## src/rtl/rom_program_sequencer_if.sv

```systemverilog
// Issue channel between the program sequencer and the datapath.
// The master side presents a decoded operation; the slave side accepts it.
interface rom_program_sequencer_if;
    logic       op_valid;
    logic       op_ready;
    logic [2:0] op_code;
    logic [2:0] op_a;
    logic [1:0] op_b;

    modport master (
        output op_valid,
        output op_code,
        output op_a,
        output op_b,
        input  op_ready
    );

    modport slave (
        input  op_valid,
        input  op_code,
        input  op_a,
        input  op_b,
        output op_ready
    );
endinterface

```

## src/rtl/rom_program_sequencer.sv

```systemverilog
// Fetch/decode sequencer for the lab processor's program ROM. Jumps and halts are
// resolved here; execute-class opcodes go out to the datapath over a valid/ready channel.
module rom_program_sequencer #(
    parameter int unsigned ADDR_W     = 5,
    parameter int unsigned DATA_W     = 8,
    parameter int unsigned STEP_LIMIT = 255
) (
    input  logic                            clk,
    input  logic                            rst_n,
    input  logic                            start,
    output logic [ADDR_W-1:0]               rom_addr,
    input  logic [DATA_W-1:0]               rom_data,
    input  logic                            zero_flag,
    rom_program_sequencer_if.master         op_if,
    output logic [ADDR_W-1:0]               pc,
    output logic                            busy,
    output logic                            halted,
    output logic                            err
);

    localparam int unsigned StepW = 8;

    localparam logic [2:0] OpJmp  = 3'b101;
    localparam logic [2:0] OpJz   = 3'b110;
    localparam logic [2:0] OpHalt = 3'b111;

    typedef enum logic [2:0] {
        StIdle,
        StFetch,
        StDecode,
        StIssue,
        StHalt
    } state_e;

    state_e              state_q, state_d;
    logic [ADDR_W-1:0]   pc_q, pc_d;
    logic [DATA_W-1:0]   ir_q, ir_d;
    logic [StepW-1:0]    step_cnt_q, step_cnt_d;
    logic [2:0]          op_code_q, op_code_d;
    logic [2:0]          op_a_q, op_a_d;
    logic [1:0]          op_b_q, op_b_d;
    logic                op_valid_q, op_valid_d;
    logic                err_q, err_d;

    logic [2:0]          ir_opcode;
    logic [ADDR_W-1:0]   ir_target;

    assign ir_opcode = ir_q[DATA_W-1 -: 3];
    assign ir_target = ir_q[ADDR_W-1:0];

    always_comb begin
        state_d    = state_q;
        pc_d       = pc_q;
        ir_d       = ir_q;
        step_cnt_d = step_cnt_q;
        op_code_d  = op_code_q;
        op_a_d     = op_a_q;
        op_b_d     = op_b_q;
        op_valid_d = op_valid_q;
        err_d      = err_q;

        unique case (state_q)
            StIdle, StHalt: begin
                if (start) begin
                    pc_d       = '0;
                    step_cnt_d = '0;
                    err_d      = 1'b0;
                    state_d    = StFetch;
                end
            end

            StFetch: begin
                ir_d    = rom_data;
                state_d = StDecode;
            end

            StDecode: begin
                // Watchdog: the instruction in ir is dropped and pc stays on it.
                if (step_cnt_q == StepW'(STEP_LIMIT)) begin
                    err_d   = 1'b1;
                    state_d = StHalt;
                end else begin
                    step_cnt_d = step_cnt_q + StepW'(1);
                    case (ir_opcode)
                        OpJmp: begin
                            // A jump to itself marks the end of the program.
                            if (ir_target == pc_q) begin
                                state_d = StHalt;
                            end else begin
                                pc_d    = ir_target;
                                state_d = StFetch;
                            end
                        end
                        OpJz: begin
                            pc_d    = zero_flag ? ir_target : pc_q + ADDR_W'(1);
                            state_d = StFetch;
                        end
                        OpHalt: begin
                            state_d = StHalt;
                        end
                        default: begin
                            op_code_d  = ir_opcode;
                            op_a_d     = ir_q[4:2];
                            op_b_d     = ir_q[1:0];
                            op_valid_d = 1'b1;
                            state_d    = StIssue;
                        end
                    endcase
                end
            end

            StIssue: begin
                if (op_valid_q && op_if.op_ready) begin
                    op_valid_d = 1'b0;
                    pc_d       = pc_q + ADDR_W'(1);
                    state_d    = StFetch;
                end
            end

            default: begin
                state_d = StIdle;
            end
        endcase
    end

    always_ff @(posedge clk or negedge rst_n) begin
        if (!rst_n) begin
            state_q    <= StIdle;
            pc_q       <= '0;
            ir_q       <= '0;
            step_cnt_q <= '0;
            op_code_q  <= '0;
            op_a_q     <= '0;
            op_b_q     <= '0;
            op_valid_q <= 1'b0;
            err_q      <= 1'b0;
        end else begin
            state_q    <= state_d;
            pc_q       <= pc_d;
            ir_q       <= ir_d;
            step_cnt_q <= step_cnt_d;
            op_code_q  <= op_code_d;
            op_a_q     <= op_a_d;
            op_b_q     <= op_b_d;
            op_valid_q <= op_valid_d;
            err_q      <= err_d;
        end
    end

    assign rom_addr       = pc_q;
    assign pc             = pc_q;
    assign busy           = (state_q == StFetch) || (state_q == StDecode) ||
                            (state_q == StIssue);
    assign halted         = (state_q == StHalt);
    assign err            = err_q;

    assign op_if.op_valid = op_valid_q;
    assign op_if.op_code  = op_code_q;
    assign op_if.op_a     = op_a_q;
    assign op_if.op_b     = op_b_q;

endmodule

```

## src/flat_wrapper.sv

```systemverilog
// flat-port wrapper written by rule: the top's interface ports become plain ports
module rom_program_sequencer_flat 
#(
    parameter int unsigned ADDR_W     = 5,
    parameter int unsigned DATA_W     = 8,
    parameter int unsigned STEP_LIMIT = 255
)
  (clk, rst_n, start, rom_addr, rom_data, zero_flag, pc, busy, halted, err, op_if_op_valid, op_if_op_code, op_if_op_a, op_if_op_b, op_if_op_ready);
  rom_program_sequencer_if op_if_i ();
  input  logic clk;
  input  logic rst_n;
  input  logic start;
  output logic [ADDR_W-1:0] rom_addr;
  input  logic [DATA_W-1:0] rom_data;
  input  logic zero_flag;
  output logic [ADDR_W-1:0] pc;
  output logic busy;
  output logic halted;
  output logic err;
  output wire logic [$bits(op_if_i.op_valid)-1:0] op_if_op_valid;
  output wire logic [$bits(op_if_i.op_code)-1:0] op_if_op_code;
  output wire logic [$bits(op_if_i.op_a)-1:0] op_if_op_a;
  output wire logic [$bits(op_if_i.op_b)-1:0] op_if_op_b;
  input wire logic [$bits(op_if_i.op_ready)-1:0] op_if_op_ready;
  assign op_if_op_valid = op_if_i.op_valid;
  assign op_if_op_code = op_if_i.op_code;
  assign op_if_op_a = op_if_i.op_a;
  assign op_if_op_b = op_if_i.op_b;
  assign op_if_i.op_ready = op_if_op_ready;
  rom_program_sequencer #(.ADDR_W(ADDR_W), .DATA_W(DATA_W), .STEP_LIMIT(STEP_LIMIT)) u_core (.clk(clk), .rst_n(rst_n), .start(start), .rom_addr(rom_addr), .rom_data(rom_data), .zero_flag(zero_flag), .op_if(op_if_i), .pc(pc), .busy(busy), .halted(halted), .err(err));
endmodule
```

## config.mk

```make
export PLATFORM = sky130hd
export DESIGN_NAME = rom_program_sequencer_flat
export DESIGN_NICKNAME = d
export VERILOG_FILES = /design/src/rtl/rom_program_sequencer_if.sv /design/src/rtl/rom_program_sequencer.sv /design/src/flat_wrapper.sv
export SDC_FILE = /design/constraint.sdc
export NUM_CORES = 1
export LEC_CHECK = 0
export BUFFER_PORTS_ARGS = -buffer_cell sky130_fd_sc_hd__buf_2
export CAP_MARGIN = 10
export CELL_PAD_IN_SITES_DETAIL_PLACEMENT = 1
export CELL_PAD_IN_SITES_GLOBAL_PLACEMENT = 1
export CORE_ASPECT_RATIO = 1.25
export CORE_UTILIZATION = 40
export CTS_BUF_LIST = sky130_fd_sc_hd__clkbuf_2
export CTS_CLUSTER_DIAMETER = 200
export DETAILED_ROUTE_END_ITERATION = 8
export PLACE_DENSITY = 0.82
export SYNTH_ARGS = -nofsm -noshare
export SYNTH_HDL_FRONTEND = slang
export SYNTH_SLANG_ARGS = --single-unit
```

## constraint.sdc

```tcl
create_clock -name clk -period 1.8 [get_ports clk]
set_input_delay 0.09 -clock clk [delete_from_list [all_inputs] [get_ports clk]]
set_output_delay 0.09 -clock clk [all_outputs]
set_load 0.02 [all_outputs]
```

==> summary.md <==
For the number of global-route vias before repair, the log shows 1,622. The part of the total power dissipated in the clock network is 0.088, and the setup violation total in the final timing report is 0. The commonest cells after synthesis are dfrtp_1, mux2_2, nor2_1, nand2_1, xor2_1. The worst setup path is of the reg -> reg kind.

Remaining global-route overflow: 0. The effective utilization at floorplan is 0.414, and the total clock buffers created by CTS is 5. The arrival time at the worst endpoint is 2.04 ns, and the max-slew violation total from the final report is 0. The floorplan step defined a die boundary enclosing 0.00482 mm^2. The fraction of post-synthesis cell area in the top cell type by area works out to 0.468. Entering global routing, the biggest net connects 35 pins.

Relative to the synthesized area, the layout overhead comes to 28.7%. The tool flagged a number of max-cap violations equal to 0. The run gives 1870 uW as the net load switching power. TritonCTS built the clock tree. In the routed design, unresolved DRC markers number 0. The congestion estimate from routability-driven global placement came to 0.782. Port buffering added 34 buffers. The site row count came out at 27. In this run the deepest clock path goes through 2 buffers.

The slowest stage of the critical path is the dfrtp_1 cell. After legalization and detailed placement, the total HPWL measured 3260 um. After the last flow step, the layout net total stands at 243.

The maximum fanout count along the critical path was 4; the delay of the slowest critical-path stage was 0.43 ns. Ranked by total cell area, the synthesized netlist is headed by dfrtp_1, mux2_2, mux2_4. Final core utilization: 0.532.

The synthesized cell area was 0.00182 mm^2; the combinational power share was 0.591. Across the VDD grid, the largest voltage drop is 926 uV. For this run, the number of standard cells in the final layout without fillers is 287.

The number of different library cells used by synthesis comes to 46. The transition time at the pin with the least slew margin is 0.788 ns, and the number of synthesized register bits is 34. In this run the critical register-to-register path is captured at u_core.pc[3]$_DFFE_PN0P_.

Based on the critical path, the design can be clocked at up to 572 MHz. The switching part of the total is 0.442. The flow ran to the end, and the final reports show no timing, DRC or antenna violations. The most critical setup path has its endpoint at u_core.pc[3]$_DFFE_PN0P_. The min-delay analysis places its worst path in the category in -> reg. The run gives 0 as the antenna violation net count after detailed routing.

Broken down by cell family, the worst path's largest delay share belongs to compound AO/OA/AOI/OAI gates. The worst setup path is launched from a flip-flop. The number of antenna violations at the first check in global routing was 0. The largest total area in the synthesized netlist belongs to dfrtp_1. The tools report the start point of the critical path as u_core.step_cnt_q[1]$_DFFE_PN0P_. Final hold analysis gives a worst-case slack of 0.0114 ns. In this run the cell area measured after placement is 0.00214 mm^2. The first TritonRoute pass finished after 4 iterations.

The number of gates on the worst path with buffers counted is 6, and the H-tree level count is 2. The clock period minus final worst setup slack is 1.75 ns. The detailed router finished its first iteration with 28 violations.

The run gives 0.475 as the relative slew slack. The tree built by TritonCTS fans out to 34 sinks. The worst-case clock skew is 0.0177 ns, and the mean instance size in the synthesized netlist is 11.1 um^2. The total of warnings raised by yosys came out at 0.

The number of hold-slack violations in the final timing report is 0, and the buffering stage count on the worst path with inverters included is 0. In the final routed layout, each cell accounts on average for 16.6 um. Launch instance of the worst register-to-register path: u_core.step_cnt_q[1]$_DFFE_PN0P_.

The synthesized net count was 179; the clock latency reported for the late side of the worst-skew pair was 0.40 ns. The power per unit of standard cell area works out to 1810 mW/mm^2. The ratio of cells with drive above 1 in the final layout was 0.437.

For this design the top-level I/O count stands at 35. Most used flip-flop cell after synthesis: dfrtp_1. The logs give 0.321 for the share of total power in sequential cells and 2360 uW for the cell-internal power. The setup check on the worst reg-to-reg path leaves a slack of 0.05 ns. For the worst setup path, the data required time is 2.10 ns. Clock-pin slew was measured on the worst setup and hold paths at 0.20 ns.

The routed via count came out at 1,502. The cell sitting at the root of the clock tree is a clkbuf_2. After detailed placement, the design holds a cell count of 266. The dominant cell by count in the synthesized netlist is dfrtp_1.

Summed over all layers, the routed wires come to 4780 um. The die width was 62.3 um; the logic depth of the worst register-to-register path was 6. The first global-routing pass estimated 7780 um of wire. For the post-synthesis sequential area ratio, the log shows 0.468. The tools report the start point of the worst min-delay path as start.

The height of the chip came out at 77.4 um. The vias per cell is 5.23. The sort of element at the end of the critical path was a flip-flop.

Traced cell by cell, the critical path runs through ha_2 > and4_4 > a211oi_4 > o22a_4 > o21ai_4 > mux2_4. The leakage power total is 0.00110 uW. The final period utilization is 0.970, and the fraction of registers with async set/reset is 1.00. The tools report the gate count after technology mapping as 164. The count of flip-flops with a built-in enable after synthesis came out at 0. The all-layer global routing usage was 0.212. The repair_antennas step left the layout with diodes totalling 0. After routing the design area is 0.00234 mm^2. In this run the standard cell core region covers 0.00439 mm^2.
[stage by stage]
| step | setup WS [ns] | setup TNS [ns] | power, uW |
|---|---|---|---|
| final | 0.0532 | 0 | 4230 |
| after global routing | -0.0143 | -0.0218 | 4520 |
| after CTS | 0.00926 | 0 | 4130 |
| after detailed placement | -0.00247 | -0.00491 | 3700 |
| after global placement | 0.0873 | 0 | 3610 |
| after floorplan | 0.0117 | 0 | 2990 |
[worst min path at each step]
stage | to | slack [ns] | cells after the start
after floorplan | u_core.err$_DFFE_PN0P_ | -0.21 | 0
after global placement | u_core.step_cnt_q[5]$_DFFE_PN0P_ | 0.20 | 1
after detailed placement | u_core.step_cnt_q[7]$_DFFE_PN0P_ | 0.21 | 1
after CTS | u_core.state_q[2]$_DFFE_PN0P_ | 0.003 | 4
after global routing | u_core.state_q[2]$_DFFE_PN0P_ | 0.02 | 4
final | u_core.state_q[2]$_DFFE_PN0P_ | 0.01 | 4
[cell usage in the layout (no fill, tap or decap), types with 2 or more instances in the layout]
master,n
mux2_2,15
nor3_2,2
xnor2_1,3
dfrtp_1,34
mux2_4,5
nand4_1,2
inv_1,5
nor2_1,14
buf_2,34
nand3_1,6
buf_4,22
nand2b_1,2
clkbuf_2,5
a211oi_1,4
nand2_1,12
nor3b_1,2
and2_1,2
a31oi_1,3
a21oi_1,2
o21ai_1,3
dlygate4sd3_1,10
xor2_1,7
o21ai_0,5
[worst min-delay path, cell delays in order]
cell	delay, ns
buf_2	0.10
inv_1	0.08
a21oi_1	0.06
o21ai_0	0.06
[flip-flops by register name, indices dropped and copies added (netlist names), 2 cells and up]
signal,count
u_core.step_cnt_q,8
u_core.op_if.op_code,3
u_core.op_if.op_a,3
u_core.ir_q,8
u_core.pc,5
u_core.state_q,3
u_core.op_if.op_b,2
[power by group through the flow]
stage / combinational [uW] / sequential, uW / clock [uW]
after floorplan: 1470 / 1520 / 0
after detailed placement: 2330 / 1380 / 0
after global placement: 2260 / 1350 / 0
after CTS: 2390 / 1350 / 389
after global routing: 2700 / 1400 / 412
final: 2500 / 1360 / 371
[timing repair]
item | in CTS | in global routing
buffers inserted | 2 | 1
hold buffers | 10 | 0
endpoints found under the hold margin | 43 | 0
gates resized for setup | 2 | 5
setup endpoints to repair | 5 | 6
pin swaps | 3 | 2
[area by class of cell]
| cell class | count | area (um^2) |
|---|---|---|
| multi-input cells | 116 | 918 |
| clock inverters | 3 | 16.3 |
| inverters | 5 | 18.8 |
| clock buffers | 5 | 25.0 |
| well taps | 58 | 72.6 |
| fillers | 512 | 2050 |
| repair buffers | 66 | 435 |
| flip-flops and latches | 34 | 851 |
[logic make-up after synthesis]
kind of cell,after synthesis,share of synthesized area
XOR/XNOR,11,0.0530
adder cells (fa/ha/maj),2,0.0138
AO/OA/AOI/OAI,30,0.130
buffers and inverters,14,0.0482
flip-flops,34,0.468
multiplexers,21,0.140
AND/OR/NAND/NOR,52,0.147
[layer usage]
metal,vias to the layer above,track usage,part of all wire
met4,0,0.0721,0.018
met2,35,0.391,0.54
li1,707,-,-
met1,752,0.240,0.42
met5,-,0,0
met3,8,0.0456,0.027
Power figures use the tool's default switching activity.
